<file path="config.mk">
export PLATFORM = sky130hd
export DESIGN_NAME = ipc_doorbell_queue
export DESIGN_NICKNAME = d
export VERILOG_FILES = /design/src/rtl/ipc_doorbell_queue.sv
export SDC_FILE = /design/constraint.sdc
export NUM_CORES = 1
export LEC_CHECK = 0
export ABC_AREA = 1
export BUFFER_PORTS_ARGS = -buffer_cell sky130_fd_sc_hd__buf_2
export CAP_MARGIN = 10
export CELL_PAD_IN_SITES_DETAIL_PLACEMENT = 0
export CELL_PAD_IN_SITES_GLOBAL_PLACEMENT = 1
export CORE_MARGIN = 8
export CORE_UTILIZATION = 40
export CTS_CLUSTER_DIAMETER = 40
export DETAILED_ROUTE_END_ITERATION = 16
export PLACE_DENSITY_LB_ADDON = 0.1
export SYNTH_ARGS = -nofsm -noshare
export SYNTH_HDL_FRONTEND = slang
export SYNTH_SLANG_ARGS = --single-unit
</file>
<file path="constraint.sdc">
create_clock -name clk_clk -period 2.4 [get_ports clk_clk]
set_clock_uncertainty 0.15 [all_clocks]
set_input_delay 0 -clock clk_clk [delete_from_list [all_inputs] [get_ports clk_clk]]
set_output_delay 0 -clock clk_clk [all_outputs]
set_load 0.05 [all_outputs]
</file>
<file path="src/rtl/ipc_doorbell_queue.sv">
// Doorbell FIFO: a toggle on the Nios PIO MSB queues the payload and raises irq_o toward the HPS.
// Define DOORBELL_IRQ_GAP_EN to drop irq_o for one cycle between back-to-back messages.
module ipc_doorbell_queue #(
    parameter int DEPTH     = 4,
    parameter int PAYLOAD_W = 9
) (
    input  logic                   clk_clk,
    input  logic                   reset_reset_n,
    input  logic [PAYLOAD_W:0]     pio_in,
    input  logic                   ack_i,
    input  logic                   ovf_clr_i,
    output logic                   irq_o,
    output logic [PAYLOAD_W-1:0]   msg_o,
    output logic [$clog2(DEPTH):0] count_o,
    output logic                   overflow_o
);

    localparam int AW = $clog2(DEPTH);
    localparam int CW = AW + 1;
    localparam logic [CW-1:0] FULL_COUNT = CW'(DEPTH);
    localparam logic [CW-1:0] COUNT_ONE  = CW'(1);
    localparam logic [AW-1:0] PTR_ONE    = AW'(1);

    typedef enum logic [1:0] {
        IRQ_IDLE,
        IRQ_ASSERT,
        IRQ_GAP
    } irq_state_t;

    logic [PAYLOAD_W:0]   sample_reg;
    logic                 sample_valid_reg;
    logic                 hist_msb_reg;
    logic                 hist_valid_reg;
    logic [PAYLOAD_W-1:0] mem [DEPTH];
    logic [AW-1:0]        wr_ptr_reg;
    logic [AW-1:0]        rd_ptr_reg;
    logic [CW-1:0]        count_reg;
    logic [CW-1:0]        count_next;
    logic                 overflow_reg;
    logic                 overflow_next;
    irq_state_t           irq_state_reg;
    irq_state_t           irq_state_next;

    logic ring;
    logic pop;
    logic full;
    logic wr_en;
    logic ovf_event;

    // The first sample after reset only seeds the history, so no ring is seen then.
    assign ring      = sample_valid_reg && hist_valid_reg && (sample_reg[PAYLOAD_W] != hist_msb_reg);
    assign pop       = ack_i && (count_reg != '0);
    assign full      = (count_reg == FULL_COUNT);
    assign wr_en     = ring && (!full || pop);
    assign ovf_event = ring && full && !pop;

    always_comb begin
        count_next = count_reg;
        case ({wr_en, pop})
            2'b10:   count_next = count_reg + COUNT_ONE;
            2'b01:   count_next = count_reg - COUNT_ONE;
            default: count_next = count_reg;
        endcase
    end

    // A fresh overflow takes priority over a clear arriving in the same cycle.
    always_comb begin
        overflow_next = overflow_reg;
        if (ovf_event) begin
            overflow_next = 1'b1;
        end else if (ovf_clr_i) begin
            overflow_next = 1'b0;
        end
    end

    always_comb begin
        irq_state_next = irq_state_reg;
`ifdef DOORBELL_IRQ_GAP_EN
        case (irq_state_reg)
            IRQ_IDLE: begin
                if (count_next != '0) irq_state_next = IRQ_ASSERT;
            end
            IRQ_ASSERT: begin
                if (pop) irq_state_next = (count_next == '0) ? IRQ_IDLE : IRQ_GAP;
            end
            IRQ_GAP: begin
                irq_state_next = (count_next != '0) ? IRQ_ASSERT : IRQ_IDLE;
            end
            default: irq_state_next = IRQ_IDLE;
        endcase
`else
        irq_state_next = (count_next != '0) ? IRQ_ASSERT : IRQ_IDLE;
`endif
    end

    always_ff @(posedge clk_clk or negedge reset_reset_n) begin
        if (!reset_reset_n) begin
            sample_reg       <= '0;
            sample_valid_reg <= 1'b0;
            hist_msb_reg     <= 1'b0;
            hist_valid_reg   <= 1'b0;
            wr_ptr_reg       <= '0;
            rd_ptr_reg       <= '0;
            count_reg        <= '0;
            overflow_reg     <= 1'b0;
            irq_state_reg    <= IRQ_IDLE;
        end else begin
            sample_reg       <= pio_in;
            sample_valid_reg <= 1'b1;
            hist_msb_reg     <= sample_reg[PAYLOAD_W];
            hist_valid_reg   <= sample_valid_reg;
            if (wr_en) wr_ptr_reg <= wr_ptr_reg + PTR_ONE;
            if (pop)   rd_ptr_reg <= rd_ptr_reg + PTR_ONE;
            count_reg        <= count_next;
            overflow_reg     <= overflow_next;
            irq_state_reg    <= irq_state_next;
        end
    end

    // Storage needs no reset: entries are only visible while count_reg covers them.
    always_ff @(posedge clk_clk) begin
        if (wr_en) mem[wr_ptr_reg] <= sample_reg[PAYLOAD_W-1:0];
    end

    assign msg_o      = (count_reg != '0) ? mem[rd_ptr_reg] : '0;
    assign count_o    = count_reg;
    assign overflow_o = overflow_reg;
    assign irq_o      = (irq_state_reg == IRQ_ASSERT);

endmodule

</file>
# [Word-level counts from Yosys, hierarchy flattened]
# Memories as Yosys holds them, arrays and structs flattened.
# Index checks and enable logic that the tools add are counted.
[totals] ff_bits=22 latch_bits=0 ram_bits=36 romBits=0 input_bits=14 output_inout_bits=14 elab_cells=38 memories=1
[op_classes] addsub=4 mul=0 n_div=0 n_lt_le_gt_ge=0 eq_ne=5 n_shift=0 mux=7 n_bitwise=0 n_reduce_logical=12
[mem_list] name="mem" words=4 word_bits=9 rd=1 rd_ports_with_merged_regs=0 wr=1 line_no="34" text="logic [PAYLOAD_W-1:0] mem [DEPTH];"
[ops] operator="two-way mux 9 bit" count=1
[ops] operator="logical AND 1 bit" count=6
[ops] operator="one-hot mux 3 bit (2 select lines)" count=1
[ops] operator="nonzero test 3 bit" count=2
[ops] operator="two-way mux 1 bit" count=5
[ops] operator="adder 2 x 1 -> 2 bit, second input constant" count=2
[ops] operator="adder 3 x 1 -> 3 bit, second input constant" count=1
[ops] operator="== test 3 bit, second input constant" count=1
[ops] operator="subtractor 3 x 1 -> 3 bit, second input constant" count=1
[ops] operator="== test 2 x 1 -> 1 bit, second input constant" count=1
[ops] operator="== test 2 bit, second input constant" count=1
[ops] operator="logical NOT 1 bit" count=2
[ops] operator="nonzero test 2 bit" count=1
[ops] operator="== test 1 bit, second input constant" count=1
[ops] operator="logical OR 1 bit" count=1
[ops] operator="inequality test 1 bit" count=1

# [Longest topological paths before layout]
# Gate-level depths: netlist (run 1).
[logic_depth] ltp_word=8 depth_mapped=12 mapped_depth_nobuf=12

# [Least setup slack after synthesis (run 1)]
# No wires, ideal clock.
[synth_path] path_type="register to register" start="register count_reg[2], in the netlist count_o[2]" end="register irq_state_reg[0]" setup_time_ns=0.119 arrival_time_ns=1.822 required_ns=2.131 slack_ns=0.310 stages_incl_launch_ff=13 n_path_buf=0 synth_period_minus_slack_ns=2.090 cell_sequence="dfrtp_1 -> inv_2 -> nand2_2 -> nand2_4 -> inv_4 -> nand2_4 -> fa_1 -> inv_1 -> nand4_1 -> nand2_1 -> nand2_1 -> nand2_1 -> nand2_1"
[synth_between] elab_chain_cells=8 word_cells_on_any_way=13 cone_classes="2 x add/sub; 3 x eq/ne; 2 x mux; 6 x reduce/logical"
[synth_lines] element="start, declared" line_no="37" text="logic [CW-1:0] count_reg;"
[synth_lines] element="start signal, assigned" line_no="114" text="count_reg <= count_next;"
[synth_lines] element="== test 3 bit or nonzero test 3 bit (tied branches)" line_no="53, 52"
[synth_lines] element="logical NOT 1 bit or logical AND 1 bit (tied branches)" line_no="54, 52"
[synth_lines] element="logical OR 1 bit" line_no="54" text="assign wr_en = ring && (!full || pop);"
[synth_lines] element="logical AND 1 bit" line_no="54"
[synth_lines] element="== test 2 x 1 -> 1 bit or == test 2 bit (tied branches)" line_no="59" text="case ({wr_en, pop})"
[synth_lines] element="one-hot mux 3 bit (2 select lines) *" line_no="59"
[synth_lines] element="nonzero test 3 bit *" line_no="92" text="irq_state_next = (count_next != '0) ? IRQ_ASSERT : IRQ_IDLE;"
[synth_lines] element="two-way mux 1 bit *" line_no="92"
[synth_lines] element="via irq_state_next[0]" line_no="42" text="irq_state_t irq_state_next;"
[synth_lines] element="end signal, assigned" line_no="116" text="irq_state_reg <= irq_state_next;"
[synth_lines] element="end, declared" line_no="41" text="irq_state_t irq_state_reg;"
# The timed path passes the listed nets; every way through them passes the cells marked *.
# A chain may end at the register's enable or synchronous reset.

# [Final worst setup path (run 1)]
[layout_path] start="register rd_ptr_reg[0]" end="output port msg_o[2]"
[layout_between] elab_chain_cells=2
[layout_lines] element="start, declared" line_no="36" text="logic [AW-1:0] rd_ptr_reg;"
[layout_lines] element="start signal, assigned" line_no="113" text="if (pop) rd_ptr_reg <= rd_ptr_reg + PTR_ONE;"
[layout_lines] element="memory (4 x 9 bit)"
[layout_lines] element="two-way mux 9 bit" line_no="125" text="assign msg_o = (count_reg != '0) ? mem[rd_ptr_reg] : '0;"
[layout_lines] element="end, declared" line_no="13" text="output logic [PAYLOAD_W-1:0] msg_o,"
# Every way passes these cells.

==> results of run 1 <==
-- cell type report --
| class | count | area share |
|---|---|---|
| clock inverters | 6 | 0.03093 |
| flip-flops and latches | 58 | 0.5525 |
| clock buffers | 10 | 0.04322 |
| multi-input cells | 115 | 0.2004 |
| well taps | 72 | 0.03051 |
| inverters | 18 | 0.02373 |
| repair buffers | 51 | 0.1186 |
-- power groups by stage --
| stage | Combinational (uW) | Sequential [uW] | Clock (uW) |
|---|---|---|---|
| after floorplan | 1080 | 1370 | 0 |
| after global placement | 1530 | 1290 | 0 |
| after detailed placement | 1580 | 1300 | 0 |
| after CTS | 1600 | 1280 | 984 |
| after global routing | 1740 | 1300 | 1030 |
| final | 1580 | 1280 | 966 |
-- metrics by stage --
| step | hold WS, ns | instances | worst slack (ns) |
|---|---|---|---|
| after detailed placement | -0.1441 | 300 | 0.4976 |
| final | 0.02974 | 330 | 0.3889 |
| after floorplan | -0.4456 | 195 | 0.3096 |
| after CTS | 0.04375 | 330 | 0.3696 |
| after global placement | -0.1461 | 300 | 0.5674 |
| after global routing | 0.06654 | 330 | 0.2372 |
-- worst max path at each step --
stage                  start               end  slack [ns]  depth (start not counted)
2_1_floorplan     count_o[2]  irq_state_reg[0]        0.31                         12
3_3_place_gp    hist_msb_reg  irq_state_reg[0]        0.57                         10
3_5_place_dp    hist_msb_reg  irq_state_reg[0]        0.50                         11
4_1_cts        rd_ptr_reg[0]          msg_o[2]        0.37                          6
5_1_grt        rd_ptr_reg[0]          msg_o[4]        0.24                          6
6_report       rd_ptr_reg[0]          msg_o[2]        0.39                          6
-- cell families (layout without fill, tap and decap cells) --
| logic type | Yosys count | count (layout) | share of synthesized area |
|---|---|---|---|
| AOI/OAI and AO/OA | 30 | 30 | 0.06544 |
| buffers and inverters | 22 | 85 | 0.03894 |
| other | 1 | 1 | 0.001621 |
| DFF | 58 | 58 | 0.7052 |
| adders and majority gates | 5 | 5 | 0.03029 |
| and+or+nand+nor | 77 | 77 | 0.1509 |
| xor gates and xnor gates | 2 | 2 | 0.007573 |
-- metal layers --
metal / share of wire / track usage / vias to the layer above
met5: 0 / 0 / -
met4: 0.0054 / 0.06443 / 0
met3: 0.042 / 0.03015 / 4
met2: 0.52 / 0.2128 / 28
met1: 0.44 / 0.1415 / 750
li1: - / - / 765
-- timing repair --
action	CTS	global route
buffers inserted	0	0
endpoints found under the hold margin	37	0
resized for setup	0	0
hold buffers	14	0
-- Yosys cell counts --
library cell / n / area share
inv_1: 15 / 0.024
nand2_1: 12 / 0.019
clkinv_1: 1 / 0.0016
nand2_2: 3 / 0.0081
nand3_4: 1 / 0.0076
dfrtp_1: 22 / 0.24
edfxtp_1: 36 / 0.47
buf_4: 1 / 0.0032
fa_1: 1 / 0.0087
clkbuf_1: 2 / 0.0032
inv_4: 1 / 0.0027
xor2_1: 2 / 0.0076
nand4_1: 1 / 0.0027
o22ai_1: 1 / 0.0027
ha_1: 4 / 0.022
nand3_1: 6 / 0.013
o21ai_0: 19 / 0.041
buf_2: 1 / 0.0022
nor2_1: 48 / 0.078
nand2_4: 2 / 0.0097
nand3_2: 1 / 0.0043
a21oi_1: 10 / 0.022
nor2_2: 3 / 0.0081
conb_1: 1 / 0.0016
inv_2: 1 / 0.0016
-- worst reg2reg max path: cells and delay by family, from the launching register on --
family | cells | cell delay [ns]
AND/OR/NAND/NOR | 9 | 0.81
flip-flops | 1 | 0.39
adder cells (fa/ha/maj) | 1 | 0.38
buffers and inverters | 1 | 0.06
==> run_results.csv, run 1 <==
group,metric,value,unit
run_status,status,"finished clean",
sta,finalSetupViolCount,0,
power_and_ir_drop,vdd_drop_max,0.0004916,V
final_layout,diodes,0,
sta,fin_crit_sh,0.8380,
worst_setup_path,r2r-end,"irq_state_reg[0]",
clocking,path_clk_slew,0.07,ns
sta,period_minus_slack,2.011,ns
worst_setup_path,cp_data_required_time,2.25,ns
routing,first_pass_iters,4,
worst_setup_path,r2r_start,"hist_msb_reg",
power_and_ir_drop,p_sw,1631,uW
yosys,syn_nets,214,
yosys,yosysUniqueCellTypes,25,
worst_setup_path,cp_top_family,"flip-flops",
clocking,clk_latency,0.33,ns
placement,place_hpwl,3225,um
power_and_ir_drop,internal-power,2196,uW
final_layout,largest_register_ffs,36,
yosys,synth_warnings,0,
final_layout,multi_input_area,591.8,sq um
global_route,grt_overflow_total,0,
placement,placed_cell_area,0.002594,sq mm
placement,io_buffers,27,
sta,worstMarginPinSlew,0.5259,ns
routing,antenna_left,0,
floorplan,die_h,92.05,um
worst_setup_path,critPathBufInv,2,
floorplan,dieArea,0.008473,sq mm
power_and_ir_drop,pwr-share-comb,0.412,
floorplan,initial_core_util,0.4176,
run,cap_violations,0,
clocking,cts_sinks,58,
final_layout,final_cell_mix,"48 x nor2_1, 36 x edfxtp_1, 27 x buf_2",
floorplan,die-width,92.05,um
worst_setup_path,arrival,1.86,ns
power_and_ir_drop,clkPwrFrac,0.252,
routing,route.detailed.drc,0,
clocking,clk_path_buf_depth,2,
worst_setup_path,crit_fanout,12,
worst_setup_path,r2r_slack,0.50,ns
yosys,syn-cell-area,0.002313,sq mm
clocking,cts_tree,"yes",
sta,slew_headroom,0.6494,
worst_setup_path,critPathSlowestCell,"dfrtp_1",
sta,tns,0,ns
yosys,ys_seq_area_frac,0.7052,
global_route,gr-usage-all-layers,0.1246,
hold_path,hold_class,"input pin to async pin",
routing,routed_via_density,4.688,
worst_setup_path,end_kind,"primary output",
worst_setup_path,critPathKind,"flop to primary output",
global_route,antenna_found_initial,0,
final_layout,final_util,0.5330,
yosys,synth_area_per_cell,11.86,sq um
global_route,grt_max_degree,23,
final_layout,drive_above_1_share,0.2481,
worst_setup_path,startpoint_type,"flop",
final_layout,nFillCells,511,
power_and_ir_drop,power_leakage,0.001225,uW
clocking,cts_max_level,3,
routing,wl_per_cell,14.57,um
clocking,root_buffer,"clkbuf_8",
floorplan,ios,28,
placement,gp_congestion,0.7191,
sta,rsz0062_at_grt,"no",
yosys,ys_ff_latch,58,
sta,slew_viol_final,0,
power_and_ir_drop,sequentialPowerShare,0.335,
floorplan,core,0.005540,sq mm
worst_setup_path,cpMostUsedCell,"nor2_1",
power_and_ir_drop,p_total,3828,uW
power_and_ir_drop,switching_share,0.4262,
yosys,syn_inst,195,
sta,hold_viol,0,
final_layout,areaGrowthSynthToFinish,27.64,%
final_layout,layout_commonest_cell,"nor2_1",
final_layout,finalNetCount,272,
worst_setup_path,path_cells,"buf_4, nor2_1, nor2_1, o21ai_0, a21oi_1, buf_2",
sta,fmax,497.2,MHz
worst_setup_path,slowest_delay,0.61,ns
routing,vias,1547,
global_route,grt_pass1_vias,1692,
final_layout,final_cell_area,0.002953,sq mm
floorplan,placementRows,27,
power_and_ir_drop,p_per_area,1296,mW/mm^2
routing,drt_iter0_drc,78,
final_layout,seq_area,0.001632,sq mm
global_route,grt_pass1_wl,8038,um
clocking,cts_inserted_buffers,9,
routing,wl,4807,um
worst_setup_path,reg2reg_depth,11,
Power figures use the tool's default switching activity.
==> inputs of run 2 (changes only) <==
clock period = 1.9 ns   (was 2.4 ns; I/O delays follow)
==> run_results.csv, run 2 (same netlist as run 1, synthesis figures left out) <==
group,metric,value,unit
routing,wl_per_cell,14.29,um
final_layout,layout_commonest_cell,"nor2_1",
routing,antenna_left,0,
clocking,path_clk_slew,0.06,ns
global_route,grt_pass1_wl,7755,um
power_and_ir_drop,power_leakage,0.001241,uW
worst_setup_path,cp_data_required_time,1.97,ns
final_layout,nFillCells,486,
floorplan,placementRows,27,
floorplan,die-width,92.05,um
routing,routed_via_density,4.713,
clocking,cts_max_level,3,
sta,fin_crit_sh,0.9726,
global_route,grt.busiest_layer,"met2",
worst_setup_path,r2r_slack,0.05,ns
sta,rsz0062_at_grt,"yes",
global_route,use_met2,0.2026,
worst_setup_path,slowest_delay,0.51,ns
power_and_ir_drop,p_total,4834,uW
floorplan,core,0.005540,sq mm
worst_setup_path,startpoint_type,"flop",
floorplan,ios,28,
final_layout,final_cell_mix,"46 x nor2_1, 36 x edfxtp_1, 24 x buf_2",
floorplan,dieArea,0.008473,sq mm
routing,route.detailed.drc,0,
global_route,grt_pass1_vias,1640,
sta,fin_hold_ws,0.02484,ns
placement,gp_congestion,0.7310,
routing,wl,4773,um
clocking,clk_path_buf_depth,2,
global_route,use_met3,0.05623,
clocking,root_buffer,"clkbuf_8",
global_route,grt_overflow_total,0,
floorplan,initial_core_util,0.4176,
clocking,cts_inserted_buffers,9,
worst_setup_path,r2r_start,"sample_reg[9]",
placement,placed_cell_area,0.002610,sq mm
routing,vias,1574,
floorplan,die_h,92.05,um
run_status,status,"finished clean",
final_layout,diodes,0,
sta,period_minus_slack,1.848,ns
worst_setup_path,critPathSlowestCell,"fa_2",
final_layout,finalNetCount,276,
sta,hold_viol,0,
sta,finalSetupViolCount,0,
sta,worstMarginPinSlew,0.5310,ns
clocking,clk_latency,0.33,ns
final_layout,areaGrowthSynthToFinish,29.96,%
placement,io_buffers,27,
sta,fmax,541.2,MHz
run,cap_violations,0,
worst_setup_path,crit_fanout,4,
worst_setup_path,startpoint,"sample_reg[9]",
routing,drt_iter0_drc,102,
sta,slew_headroom,0.6460,
clocking,cts_sinks,58,
worst_setup_path,arrival,1.92,ns
final_layout,largest_register_ffs,36,
hold_path,hold_class,"input pin to async pin",
global_route,gr-usage-all-layers,0.1220,
final_layout,drive_above_1_share,0.3092,
worst_setup_path,crit_end,"irq_state_reg[0]",
routing,first_pass_iters,4,
worst_setup_path,critPathKind,"flop to flop",
sta,slew_viol_final,0,
sta,finalWorstSetupSlack,0.05209,ns
worst_setup_path,path_cells,"nor2_2, nor2_4, nand2_4, nand2_4, fa_2, inv_1, nand3_2, nand2_2, nor2_2, nand2_1",
final_layout,final_util,0.5427,
global_route,grt_max_degree,23,
final_layout,final_cell_area,0.003007,sq mm
global_route,grtUsageMet1,0.1295,
power_and_ir_drop,vdd_drop_max,0.0008119,V
power_and_ir_drop,p_per_area,1608,mW/mm^2
placement,place_hpwl,2989,um
worst_setup_path,r2r-end,"irq_state_reg[0]",
clocking,cts_tree,"yes",
worst_setup_path,reg2reg_depth,10,
worst_setup_path,end_kind,"flop",
global_route,antenna_found_initial,0,
placement,dp_slack,0.001837,ns
run 2: changes by cell type in the layout (fill, tap and decap cells not counted), moves of 2 or more:
cell      change
clkbuf_4      +2
clkinv_2      +2
nand2_1       -4
nor2_1        -2
inv_1         -2
dfrtp_1       -4
dfrtp_2       +4
buf_2         -3
buf_4         +4
inv_2         +2
nor2_4        +2
nand2_2       +3
clkbuf_1      +2
run 2: critical path: cells and delay by family (launching register included):
kind,cells,cell delay [ns]
flip-flops,1,0.42
buffers and inverters,1,0.05
AND/OR/NAND/NOR,8,0.61
adder cells (fa/ha/maj),1,0.51
run 2: worst min-delay path by stage:
stage                              from             to  slack (ns)  cells past startpoint
after global routing      reset_reset_n  sample_reg[2]        0.05                      2
after detailed placement  reset_reset_n  sample_reg[2]       -0.14                      1
after CTS                 reset_reset_n  sample_reg[2]        0.03                      2
after global placement    reset_reset_n  sample_reg[2]       -0.14                      1
after floorplan           reset_reset_n     count_o[0]       -0.45                      0
final                     reset_reset_n  sample_reg[2]        0.02                      2
run 2: area by class of cell:
cell class                 instances  area, sq um  share of cell area
tap                               72        90.09             0.02996
timing repair inverter             1        7.507            0.002497
inverter                          18        73.82             0.02455
timing repair buffer              54        380.4              0.1265
sequential                        58         1637              0.5443
clock inverter                     3        40.04             0.01332
clock buffer                      13        148.9             0.04952
multi-input combinational        115        629.4              0.2093
run 2: repair_timing:
item | CTS | global route
resized for setup | 2 | 17
setup endpoints to repair | 1 | 13
hold buffers | 14 | 0
endpoints found under the hold margin | 37 | 0
buffers inserted | 0 | 2
gates cloned | 0 | 1
pin swaps | 0 | 5
run 2: report_power, final:
| group | leakage [uW] | switching, uW | internal, uW |
|---|---|---|---|
| Clock | 0.0000974 | 443 | 638 |
| Sequential | 0.000576 | 127 | 1500 |
| Combinational | 0.000568 | 1510 | 621 |
run 2: layer usage:
metal	vias up	wire length [um]
met2	34	2359
met5	-	0
met3	6	252
li1	772	-
met1	762	2117
met4	0	44
run 2: through the flow:
| step | cells | setup TNS (ns) |
|---|---|---|
| floorplan | 195 | -0.01414 |
| global placement | 301 | 0 |
| detailed placement | 301 | 0 |
| CTS | 331 | 0 |
| global route | 334 | -0.1969 |
| finish | 334 | 0 |
